[src/rtl/alu_bit_serial_sequencer_if.sv]
// Request, result and slice signals of the bit-serial ALU sequencer.
// The sequencer uses the slave modport; requester, consumer and slice use master.
interface alu_bit_serial_sequencer_if #(
  parameter int unsigned WIDTH = 32
);
  logic             in_valid;
  logic             in_ready;
  logic [WIDTH-1:0] in_a;
  logic [WIDTH-1:0] in_b;
  logic [2:0]       in_cmd;
  logic             out_valid;
  logic             out_ready;
  logic [WIDTH-1:0] out_result;
  logic             out_carryout;
  logic             out_overflow;
  logic             out_zero;
  logic             slice_a;
  logic             slice_b;
  logic             slice_cin;
  logic [2:0]       slice_ctl;
  logic             slice_sum;
  logic             slice_cout;

  modport slave (
    input  in_valid, in_a, in_b, in_cmd, out_ready, slice_sum, slice_cout,
    output in_ready, out_valid, out_result, out_carryout, out_overflow, out_zero,
    output slice_a, slice_b, slice_cin, slice_ctl
  );

  modport master (
    output in_valid, in_a, in_b, in_cmd, out_ready, slice_sum, slice_cout,
    input  in_ready, out_valid, out_result, out_carryout, out_overflow, out_zero,
    input  slice_a, slice_b, slice_cin, slice_ctl
  );
endinterface

[src/rtl/alu_bit_serial_sequencer.sv]
// Drives an external 1-bit ALU slice LSB first over WIDTH cycles, collecting the
// result and computing carry/overflow/zero flags; valid/ready on both sides.
module alu_bit_serial_sequencer #(
  parameter int unsigned WIDTH = 32
) (
  input logic                         clk,
  input logic                         reset_n,
  alu_bit_serial_sequencer_if.slave   bus_io
);

  localparam int unsigned IdxW = (WIDTH > 1) ? $clog2(WIDTH) : 1;
  localparam logic [IdxW-1:0] LastIdx = IdxW'(WIDTH - 1);

  localparam logic [2:0] CmdAdd = 3'd0;
  localparam logic [2:0] CmdSub = 3'd1;
  localparam logic [2:0] CmdSlt = 3'd3;

  typedef enum logic [1:0] {StIdle, StRun, StDone} state_e;

  state_e            state_q;
  logic [WIDTH-1:0]  a_q;
  logic [WIDTH-1:0]  b_q;
  logic [2:0]        cmd_q;
  logic [IdxW-1:0]   idx_q;
  logic              carry_q;
  logic [WIDTH-1:0]  result_q;
  logic              carryout_q;
  logic              overflow_q;
  logic              zero_q;

  logic [WIDTH-1:0]  result_d;
  logic              ovf_d;
  logic              zero_d;
  logic              arith;
  logic              is_slt;
  logic              last_bit;

  always_comb begin
    arith    = (cmd_q == CmdAdd) || (cmd_q == CmdSub);
    is_slt   = (cmd_q == CmdSlt);
    last_bit = (idx_q == LastIdx);
    // Overflow of the signed add/sub: carry into the MSB differs from carry out.
    ovf_d    = carry_q ^ bus_io.slice_cout;
    result_d = result_q;
    result_d[idx_q] = bus_io.slice_sum;
    if (last_bit && is_slt) begin
      result_d    = '0;
      result_d[0] = bus_io.slice_sum ^ ovf_d;
    end
    zero_d = (result_d == '0);
  end

  always_ff @(posedge clk or negedge reset_n) begin
    if (!reset_n) begin
      state_q    <= StIdle;
      a_q        <= '0;
      b_q        <= '0;
      cmd_q      <= '0;
      idx_q      <= '0;
      carry_q    <= 1'b0;
      result_q   <= '0;
      carryout_q <= 1'b0;
      overflow_q <= 1'b0;
      zero_q     <= 1'b0;
    end else begin
      unique case (state_q)
        StIdle: begin
          if (bus_io.in_valid) begin
            a_q     <= bus_io.in_a;
            b_q     <= bus_io.in_b;
            cmd_q   <= bus_io.in_cmd;
            idx_q   <= '0;
            carry_q <= (bus_io.in_cmd == CmdSub) || (bus_io.in_cmd == CmdSlt);
            state_q <= StRun;
          end
        end
        StRun: begin
          result_q <= result_d;
          carry_q  <= bus_io.slice_cout;
          if (last_bit) begin
            carryout_q <= arith ? bus_io.slice_cout : 1'b0;
            overflow_q <= arith ? ovf_d : 1'b0;
            zero_q     <= zero_d;
            state_q    <= StDone;
          end else begin
            idx_q <= idx_q + 1'b1;
          end
        end
        StDone: begin
          if (bus_io.out_ready) begin
            state_q <= StIdle;
          end
        end
        default: state_q <= StIdle;
      endcase
    end
  end

  logic running;
  assign running = (state_q == StRun);

  assign bus_io.in_ready     = (state_q == StIdle);
  assign bus_io.out_valid    = (state_q == StDone);
  assign bus_io.out_result   = result_q;
  assign bus_io.out_carryout = carryout_q;
  assign bus_io.out_overflow = overflow_q;
  assign bus_io.out_zero     = zero_q;

  assign bus_io.slice_a   = running ? a_q[idx_q] : 1'b0;
  assign bus_io.slice_b   = running ? b_q[idx_q] : 1'b0;
  assign bus_io.slice_cin = running ? carry_q : 1'b0;
  assign bus_io.slice_ctl = running ? cmd_q : 3'd0;

endmodule

[src/flat_wrapper.sv]
// flat-port wrapper written by rule: the top's interface ports become plain ports
module alu_bit_serial_sequencer_flat 
#(
  parameter int unsigned WIDTH = 32
)
  (clk, reset_n, bus_io_in_valid, bus_io_in_a, bus_io_in_b, bus_io_in_cmd, bus_io_out_ready, bus_io_slice_sum, bus_io_slice_cout, bus_io_in_ready, bus_io_out_valid, bus_io_out_result, bus_io_out_carryout, bus_io_out_overflow, bus_io_out_zero, bus_io_slice_a, bus_io_slice_b, bus_io_slice_cin, bus_io_slice_ctl);
  alu_bit_serial_sequencer_if #(.WIDTH(WIDTH)) bus_io_i ();
  input logic clk;
  input logic reset_n;
  input wire logic [$bits(bus_io_i.in_valid)-1:0] bus_io_in_valid;
  input wire logic [$bits(bus_io_i.in_a)-1:0] bus_io_in_a;
  input wire logic [$bits(bus_io_i.in_b)-1:0] bus_io_in_b;
  input wire logic [$bits(bus_io_i.in_cmd)-1:0] bus_io_in_cmd;
  input wire logic [$bits(bus_io_i.out_ready)-1:0] bus_io_out_ready;
  input wire logic [$bits(bus_io_i.slice_sum)-1:0] bus_io_slice_sum;
  input wire logic [$bits(bus_io_i.slice_cout)-1:0] bus_io_slice_cout;
  output wire logic [$bits(bus_io_i.in_ready)-1:0] bus_io_in_ready;
  output wire logic [$bits(bus_io_i.out_valid)-1:0] bus_io_out_valid;
  output wire logic [$bits(bus_io_i.out_result)-1:0] bus_io_out_result;
  output wire logic [$bits(bus_io_i.out_carryout)-1:0] bus_io_out_carryout;
  output wire logic [$bits(bus_io_i.out_overflow)-1:0] bus_io_out_overflow;
  output wire logic [$bits(bus_io_i.out_zero)-1:0] bus_io_out_zero;
  output wire logic [$bits(bus_io_i.slice_a)-1:0] bus_io_slice_a;
  output wire logic [$bits(bus_io_i.slice_b)-1:0] bus_io_slice_b;
  output wire logic [$bits(bus_io_i.slice_cin)-1:0] bus_io_slice_cin;
  output wire logic [$bits(bus_io_i.slice_ctl)-1:0] bus_io_slice_ctl;
  assign bus_io_i.in_valid = bus_io_in_valid;
  assign bus_io_i.in_a = bus_io_in_a;
  assign bus_io_i.in_b = bus_io_in_b;
  assign bus_io_i.in_cmd = bus_io_in_cmd;
  assign bus_io_i.out_ready = bus_io_out_ready;
  assign bus_io_i.slice_sum = bus_io_slice_sum;
  assign bus_io_i.slice_cout = bus_io_slice_cout;
  assign bus_io_in_ready = bus_io_i.in_ready;
  assign bus_io_out_valid = bus_io_i.out_valid;
  assign bus_io_out_result = bus_io_i.out_result;
  assign bus_io_out_carryout = bus_io_i.out_carryout;
  assign bus_io_out_overflow = bus_io_i.out_overflow;
  assign bus_io_out_zero = bus_io_i.out_zero;
  assign bus_io_slice_a = bus_io_i.slice_a;
  assign bus_io_slice_b = bus_io_i.slice_b;
  assign bus_io_slice_cin = bus_io_i.slice_cin;
  assign bus_io_slice_ctl = bus_io_i.slice_ctl;
  alu_bit_serial_sequencer #(.WIDTH(WIDTH)) u_core (.clk(clk), .reset_n(reset_n), .bus_io(bus_io_i));
endmodule
[config.mk]
export PLATFORM = sky130hd
export DESIGN_NAME = alu_bit_serial_sequencer_flat
export DESIGN_NICKNAME = d
export VERILOG_FILES = /design/src/rtl/alu_bit_serial_sequencer_if.sv /design/src/rtl/alu_bit_serial_sequencer.sv /design/src/flat_wrapper.sv
export SDC_FILE = /design/constraint.sdc
export NUM_CORES = 1
export LEC_CHECK = 0
export BUFFER_PORTS_ARGS = -buffer_cell sky130_fd_sc_hd__buf_4
export CAP_MARGIN = 20
export CELL_PAD_IN_SITES_DETAIL_PLACEMENT = 1
export CELL_PAD_IN_SITES_GLOBAL_PLACEMENT = 2
export CORE_ASPECT_RATIO = 0.5
export CORE_MARGIN = 2
export CORE_UTILIZATION = 33
export CTS_BUF_LIST = sky130_fd_sc_hd__clkbuf_2 sky130_fd_sc_hd__clkbuf_4 sky130_fd_sc_hd__clkbuf_8
export DETAILED_ROUTE_END_ITERATION = 10
export GPL_ROUTABILITY_DRIVEN = 0
export PLACE_DENSITY = 0.86
export RECOVER_POWER = 25
export SYNTH_ARGS = -nofsm -noshare
export SYNTH_HDL_FRONTEND = slang
export SYNTH_SLANG_ARGS = --single-unit
[constraint.sdc]
create_clock -name clk -period 2.45 [get_ports clk]
set_clock_uncertainty 0.1 [all_clocks]
set_input_delay 0 -clock clk [delete_from_list [all_inputs] [get_ports clk]]
set_output_delay 0 -clock clk [all_outputs]
set_load 0.01 [all_outputs]
Word level (Yosys, flattened, before mapping). Index checks and enable logic that the tools add are counted.

Register bits: 110. Bits of input ports: 73. Output and inout port bits: 43.

$add $sub $neg: 1. Order comparisons: 2. Equality and inequality tests: 11. Muxes and demuxes: 23. Bitwise logic cells: 2. Reduce and logical (&&, ||, !) cells: 13.

Operator list (number): bitwise mux 32 bit (1); logical NOT 32 bit (1); 2-to-1 mux 32 bit (1); binary-select mux 1 bit (select 5 bit) (2); 2-to-1 mux 5 bit (2); one-hot mux 5 bit (2 select lines) (1); 2-to-1 mux 1 bit (9); == test 3 x 1 -> 1 bit (second input constant) (2); == test 3 x 2 -> 1 bit (second input constant) (2); less-than comparator 5 x 6 -> 1 bit (second input constant) (1); 2-to-1 mux 2 bit (3); != test 2 bit (second input constant) (3); one-hot mux 2 bit (3 select lines) (1); AND reduction 2 bit (3); AND reduction 3 bit (2); adder 5 x 1 -> 5 bit (second input constant) (1); demux 1 bit (select 5 bit) (1); == test 5 bit (second input constant) (1); >= comparator 5 x 1 -> 1 bit (second input constant) (1); logical NOT 3 bit (1); 2-to-1 mux 3 bit (1); == test 2 x 1 -> 1 bit (second input constant) (1); == test 2 bit (second input constant) (1); logical AND 1 bit (2); other kinds (6) (8).

Logic depth before layout (Yosys ltp). Gate-level depths: netlist of run 1.

Depth after elaboration: 7. Gate-level depth with buffers: 11. Depth with buffers taken out: 8.

Worst setup path before layout of run 1. Ideal clock, no wire load.

Path kind: register -> register. From: register u_core.idx_q[1]. To: register u_core.zero_q, in the netlist u_core.bus_io.out_zero. Setup time: 0.065 ns. Arrival time: 2.473 ns. Data required time: 2.285 ns. Setup slack: -0.188 ns. Cell stages (with the launch flop): 11. Path buffers: 2. Period minus slack after synthesis: 2.638 ns. Cells stage by stage: dfrtp_1 buf_2 buf_1 inv_1 ha_1 nand4bb_1 mux2_2 a2111oi_2 nand4_1 nor3_1 o221a_2.

Cells in the longest elaborated chain, start to end: 7. Elaborated cells between the ends (all ways): 11.

RTL lines: from (decl) (line alu_bit_serial_sequencer.sv:24) `logic [IdxW-1:0] idx_q;`; from (signal assigned) (line alu_bit_serial_sequencer.sv:86) `idx_q <= idx_q + 1'b1;`; less-than comparator 5 x 6 -> 1 bit (implied by the code) / >= comparator 5 x 1 -> 1 bit (equally long branches) (line alu_bit_serial_sequencer.sv:45) `result_d[idx_q] = bus_io.slice_sum;`; logical AND 1 bit (implied by the code) (line alu_bit_serial_sequencer.sv:45); 2-to-1 mux 1 bit (implied by the code) (line alu_bit_serial_sequencer.sv:45); demux 1 bit (select 5 bit); bitwise mux 32 bit (line alu_bit_serial_sequencer.sv:45); 2-to-1 mux 32 bit (line alu_bit_serial_sequencer.sv:46) `if (last_bit && is_slt) begin`; logical NOT 32 bit (line alu_bit_serial_sequencer.sv:50) `zero_d = (result_d == '0);`; to (signal assigned) (line alu_bit_serial_sequencer.sv:83) `zero_q <= zero_d;`; to (decl) (line alu_bit_serial_sequencer.sv:29) `logic zero_q;`.

Parallel ways exist; a longest one is shown, timed or not. A chain may end at the register's enable or synchronous reset.

Final worst setup path of run 1.
From: register u_core.idx_q[0]. To: output port bus_io_slice_a.

Cells in the longest elaborated chain, start to end: 3.

RTL lines: binary-select mux 1 bit (select 5 bit) (line alu_bit_serial_sequencer.sv:109) `assign bus_io.slice_a = running ? a_q[idx_q] : 1'b0;`; 2-to-1 mux 1 bit (implied by the code) (line alu_bit_serial_sequencer.sv:109); 2-to-1 mux 1 bit (line alu_bit_serial_sequencer.sv:109); to (decl) (line flat_wrapper.sv:23) `output wire logic [$bits(bus_io_i.slice_a)-1:0] bus_io_slice_a;`.

Every way passes these cells. The select of a mux whose other input is x is not followed.

==> impl_metrics.csv, run 1 <==
group,metric,value,unit
timing,rsz0062_at_grt,"true",
synthesis,synth_edf_count,0,
floorplan,die_x,190.4,µm
clock_tree,clk_pin_slew,0.11,ns
clock_tree,htree_num_levels,3,
clock_tree,cts.sink_count,110,
floorplan,die_h,97.18,µm
synthesis,yosysUniqueCellTypes,54,
timing,clock.fmax,0.3832,GHz
floorplan,core_region_area,16680,µm²
floorplan,ios,116,
cells_and_area,antennaDiodeCount,0,
cells_and_area,layout.nets,779,
synthesis,async_reset_ff_share,100.0,%
global_route,grt_antenna_before_repair,0,
drt,drt_wl_total,19220,µm
min_path,holdPathStages,3,
timing,whs,0.04474,ns
timing,setup_slack,-0.1597,ns
critical_path,crit_path_start_kind,"register",
synthesis,synth_top_area_share,48.03,%
global_route,grt_max_degree,50,
drt,drt_first_pass_iters,4,
timing,setup_violations,2,
drt,vias_per_cell,5.278,
global_route,grt.overflow.total,0,
synthesis,synth_commonest_cells,"dfrtp_1, o21ai_0, mux2_2, a21oi_1, nand2_1",
drt,drt_iter0_markers,297,
clock_tree,clk_latency,0.38,ns
cells_and_area,area_growth,39.28,%
place,place_ws,-0.02423,ns
synthesis,synth_seq_cells,110,
timing,relSlewSlack,11.73,%
run_status,outcome,"complete, but fails checks",
timing,finalCriticalPeriod,2.610,ns
clock_tree,clockBufferDepth,2,
critical_path,crit_path_end_kind,"output pin",
synthesis,synth_nets,586,
synthesis,synth_most_common_cell,"dfrtp_1",
clock_tree,cts_root_buf,"clkbuf_8",
cells_and_area,drive_gt1_share,38.24,%
synthesis,synth-seq-area-share,48.03,%
global_route,grtUsageTotal,21.23,%
critical_path,arrival,2.51,ns
critical_path,crit_fanout,13,
drt,wl_per_cell,20.60,µm
drt,ant_nets,0,
power_and_ir_drop,p_per_area,1206,nW/µm²
drt,drcViolationCount,0,
drt,vias,4924,
global_route,grt_pass1_vias,5436,
synthesis,ys.flop_type,"dfrtp_1",
timing,worst_pin_slew,1.324,ns
synthesis,yosysWarnings,0,
synthesis,postSynthAreaPerCell,11.28,µm²
floorplan,die_area,18500,µm²
floorplan,rows,33,
critical_path,worstPathRequired,2.35,ns
place,dp_cells,840,
clock_tree,cts_tree,"yes",
power_and_ir_drop,p_leak,3.301,nW
job,cap_viol_max_count,0,
cells_and_area,n_fill_cell,1804,
timing,period_share,106.5,%
global_route,grt_pass1_wl,30680,µm
critical_path,critPathKind,"reg2out",
synthesis,synth_area_leaders,"dfrtp_1, mux2_2, o21ai_0",
clock_tree,numCtsBuffers,9,
min_path,hold_class,"in2reg",
synthesis,netlist_instances,508,
timing,drv_slew,0,
place,hpwl,12330,µm
run_status,violations,"negative setup slack",
cells_and_area,final_cells,933,
critical_path,reg2regPathDepth,10,
timing,hold_viol,0,
power_and_ir_drop,ir_drop,0.0005191,V
synthesis,synth_area,5730,µm²
floorplan,start_util,34.35,%
place,port_buffers,115,
synthesis,yosys.area.top_type,"dfrtp_1",
==> critical path: stages, from the launching register on <==
cell,delay (ns)
dfrtp_2,0.42
buf_12,0.16
mux4_1,0.61
mux4_2,0.55
nor2_2,0.12
a311oi_1,0.08
buf_4,0.18
==> where the power goes <==
group          internal, mW  switching [mW]  total, mW
Sequential             2.70           0.797       3.49
Clock                 0.401           0.689       1.09
Combinational          2.60            2.43       5.04
==> stage by stage <==
| step | power [mW] | area (µm²) | setup TNS (ns) | util, % |
|---|---|---|---|---|
| 5_1_grt | 10.23 | 7981 | -0.4838 | 47.85 |
| 6_report | 9.622 | 7981 | -0.3005 | 47.85 |
| 3_3_place_gp | 7.823 | 6967 | 0 | 41.76 |
| 2_1_floorplan | 6.163 | 5736 | -0.01393 | - |
| 3_5_place_dp | 8.019 | 6967 | -0.02423 | 41.76 |
| 4_1_cts | 9.304 | 7896 | -0.1513 | 47.34 |
==> final cells by class <==
| class | instances | area, µm² | area share (%) |
|---|---|---|---|
| Clock buffer | 10 | 131.4 | 1.646 |
| Clock inverter | 6 | 51.30 | 0.6427 |
| Inverter | 5 | 18.77 | 0.2351 |
| Multi-Input combinational cell | 353 | 2840 | 35.59 |
| Sequential cell | 110 | 2755 | 34.52 |
| Tap cell | 227 | 284.0 | 3.559 |
| Timing Repair Buffer | 222 | 1901 | 23.81 |
==> kinds of logic (layout without fill, tap and decap cells) <==
family,after synthesis,in the layout,synth area share (%)
simple gates,110,110,10.09
compound gates,140,140,14.02
mux,95,95,22.71
buf+inv,45,243,3.603
xor+xnor,3,3,0.4586
fa+ha+maj,5,5,1.092
flops,110,110,48.03
==> sequential cells by signal, summed over array words and instances (netlist names) <==
register                    count
u_core.cmd_q                    3
u_core.bus_io.out_result       32
u_core.carry_q                  1
u_core.a_q                     32
u_core.idx_q                    5
u_core.state_q                  2
u_core.b_q                     32
u_core.bus_io.out_overflow      1
u_core.bus_io.out_zero          1
u_core.bus_io.out_carryout      1
==> what timing repair did <==
action / in CTS / in global routing
endpoints found under the hold margin: 118 / 0
pin swaps: 0 / 3
gates resized for setup: 7 / 24
endpoints found under the setup margin: 3 / 23
hold buffers: 70 / 0
buffers inserted: 5 / 2
==> per-layer routing <==
metal,track usage [%],vias up,share of wire [%],wire (µm)
met5,0,-,0,0
met4,4.651,0,1.1,219
met3,2.997,19,3.7,716
met2,37.26,118,52,9926
met1,27.84,2527,43,8361
li1,-,2260,-,-
==> placed cells by master, fill, tap and decap left out, types with 7 or more instances in the layout <==
cell and count:
buf_4 141, dfrtp_1 108, o21ai_0 71, dlygate4sd3_1 70, mux2_2 69, a21oi_1 29, nor2_1 23, nand2_1 22
mux4_2 14, nor2b_1 13, nand2b_1 11, clkbuf_8 9, a31oi_1 8, and2_1 7, nand3_1 7
==> path summary, 6_finish.rpt <==
path	start	to	slack, ns
setup / recovery	u_core.idx_q[0]	bus_io_slice_a	-0.16
hold / removal	bus_io_slice_sum	u_core.bus_io.out_result[24]	0.04
setup reg to reg	u_core.idx_q[0]	u_core.bus_io.out_zero	0.11
hold reg to reg	u_core.bus_io.out_overflow	u_core.bus_io.out_overflow	0.40
max in group asynchronous	reset_n	u_core.carry_q	0.58
min in group asynchronous	reset_n	u_core.b_q[14]	0.32
Note: power is estimated with default switching activity, not from simulation.
==> inputs of run 2 (changes only) <==
--- a/config.mk
+++ b/config.mk
@@ -15,7 +15,7 @@
 export CTS_BUF_LIST = sky130_fd_sc_hd__clkbuf_2 sky130_fd_sc_hd__clkbuf_4 sky130_fd_sc_hd__clkbuf_8
 export DETAILED_ROUTE_END_ITERATION = 10
 export GPL_ROUTABILITY_DRIVEN = 0
-export PLACE_DENSITY = 0.86
+export PLACE_DENSITY = 0.76
 export RECOVER_POWER = 25
 export SYNTH_ARGS = -nofsm -noshare
 export SYNTH_HDL_FRONTEND = slang
==> run 2 against run 1 <==
The run still ends with negative setup slack left. Maximum frequency up 4.8%. Final cell count unchanged. Highest routed layer unchanged. Combinational power is 4.8% lower. Largest power group unchanged. Largest cell class unchanged.
==> impl_metrics.csv, run 2 (synthesized netlist as in run 1, its figures left out) <==
group,metric,value,unit
cells_and_area,final_common_cell,"buf_4",
power_and_ir_drop,switching_power,3.749,mW
critical_path,path_buf_inv,2,
floorplan,die_x,190.4,µm
cells_and_area,finalCoreUtilization,47.58,%
drt,drcViolationCount,0,
timing,drv_slew,0,
critical_path,crit_top_cell,"mux4_2",
timing,period_share,101.7,%
critical_path,worstPathRequired,2.35,ns
power_and_ir_drop,ir_drop,0.0003621,V
critical_path,crit_chain,"buf_12, mux4_2, mux4_2, nor2_2, a311oi_1, buf_4",
drt,ant_nets,0,
power_and_ir_drop,p_clk_share,12.2,%
critical_path,max_stage_delay,0.53,ns
critical_path,crit_path_start_kind,"register",
global_route,grt_antenna_before_repair,0,
timing,finalCriticalPeriod,2.491,ns
floorplan,start_util,34.35,%
drt,vias_per_cell,5.195,
place,port_buffers,115,
floorplan,rows,33,
cells_and_area,stdcell_area,7936,µm²
clock_tree,clk_pin_slew,0.12,ns
timing,worst_pin_slew,1.373,ns
drt,drt_wl_total,18180,µm
run_status,outcome,"complete, but fails checks",
critical_path,critPathKind,"reg2out",
clock_tree,clockBufferDepth,2,
critical_path,worst_path_max_delay_cell,"mux4_2",
drt,vias,4847,
global_route,grt_max_degree,59,
power_and_ir_drop,swShare,39.71,%
place,place_ws,0.03852,ns
cells_and_area,area_growth,38.49,%
clock_tree,cts.sink_count,110,
min_path,hold_class,"in2reg",
drt,drt_first_pass_iters,4,
cells_and_area,layout.nets,779,
power_and_ir_drop,p_leak,3.259,nW
clock_tree,htree_num_levels,3,
run_status,violations,"negative setup slack",
floorplan,ios,116,
timing,hold_viol,0,
timing,rsz0062_at_grt,"true",
critical_path,crit_fanout,7,
global_route,grt_pass1_wl,29750,µm
critical_path,crit_family,"multiplexers",
clock_tree,cts_tree,"yes",
power_and_ir_drop,p_int,5.691,mW
floorplan,die_area,18500,µm²
drt,drt_iter0_markers,188,
floorplan,die_h,97.18,µm
timing,setup_slack,-0.04122,ns
power_and_ir_drop,p_comb_share,50.8,%
global_route,grt_pass1_vias,5292,
cells_and_area,antennaDiodeCount,0,
global_route,grtUsageTotal,20.66,%
timing,setup_violations,2,
critical_path,arrival,2.39,ns
place,hpwl,12140,µm
clock_tree,numCtsBuffers,9,
critical_path,crit_path_end_kind,"output pin",
power_and_ir_drop,report.power.total,9.440,mW
floorplan,core_region_area,16680,µm²
global_route,grt.overflow.total,0,
clock_tree,clk_latency,0.40,ns
drt,wl_per_cell,19.49,µm
job,cap_viol_max_count,0,
place,place_area,6983,µm²
power_and_ir_drop,p_per_area,1189,nW/µm²
timing,relSlewSlack,8.444,%
power_and_ir_drop,seq_power_share,37.0,%
timing,clock.fmax,0.4014,GHz
clock_tree,cts_root_buf,"clkbuf_8",
cells_and_area,drive_gt1_share,36.69,%
cells_and_area,layout_common_cells,"buf_4, dfrtp_1, o21ai_0, dlygate4sd3_1, mux2_2",
==> run 2: cell count changes in the layout (fill, tap and decap cells not counted), moves of 4 or more <==
cell      previous run  this run
clkbuf_1             1        12
buf_4              141       131
buf_6                4         0
mux4_1               5         1
mux4_2              14        18
==> run 2: path summary, 6_finish.rpt <==
path / startpoint / to / slack, ns / cells after the start
worst max-delay path: u_core.idx_q[0] / bus_io_slice_a / -0.04 / 6
max in group asynchronous: reset_n / u_core.idx_q[0] / 0.93 / 3
worst min register to register: u_core.bus_io.out_carryout / u_core.bus_io.out_carryout / 0.40 / 2
min in group asynchronous: reset_n / u_core.b_q[10] / 0.34 / 2
worst min-delay path: bus_io_slice_sum / u_core.bus_io.out_result[10] / 0.03 / 3
worst max register to register: u_core.idx_q[0] / u_core.bus_io.out_zero / 0.01 / 9
==> run 2: what timing repair did <==
item	in CTS	in global routing
cloned	1	0
endpoints found under the hold margin	123	0
gates resized for setup	15	13
hold buffers	71	0
pin swaps	2	1
buffers inserted	3	0
endpoints found under the setup margin	2	33
==> run 2: power groups by stage <==
stage	logic [mW]	clock network (mW)	registers, mW
floorplan	2.88	0	3.28
global placement	4.47	0	3.45
detailed placement	4.59	0	3.50
CTS	4.86	1.18	3.49
global route	5.22	1.26	3.63
finish	4.80	1.15	3.49
==> run 2: layout make-up <==
| cell class | instances | area, µm² |
|---|---|---|
| fill | 1810 | 8745 |
| multi-input combinational | 353 | 2789 |
| sequential | 110 | 2755 |
| timing repair buffer | 222 | 1892 |
| tap | 227 | 284.0 |
| clock buffer | 11 | 151.4 |
| clock inverter | 5 | 46.29 |
| inverter | 5 | 18.77 |
==> run 2: worst register-to-register path: cells and delay by family (launching register included) <==
family | cells | cell delay (ns)
compound gates | 2 | 0.58
flops | 1 | 0.47
simple gates | 3 | 0.44
mux | 1 | 0.36
buf+inv | 2 | 0.22
fa+ha+maj | 1 | 0.22
==> run 2: through the flow <==
stage	hold WS (ns)	TNS, ns	std cells
3_5_place_dp	-0.003625	0	842
6_report	0.02603	-0.06893	933
4_1_cts	0.01522	-0.2157	933
2_1_floorplan	-0.3956	-0.01393	508
3_3_place_gp	-0.01352	0	842
5_1_grt	0.03743	-0.3583	933
==> run 2: per-layer routing <==
metal	wire length (µm)	vias up	global-route usage (%)
met5	0	-	0
met2	8896	75	34.83
met4	237	0	4.711
met1	8555	2499	27.81
met3	492	17	3.539
li1	-	2256	-
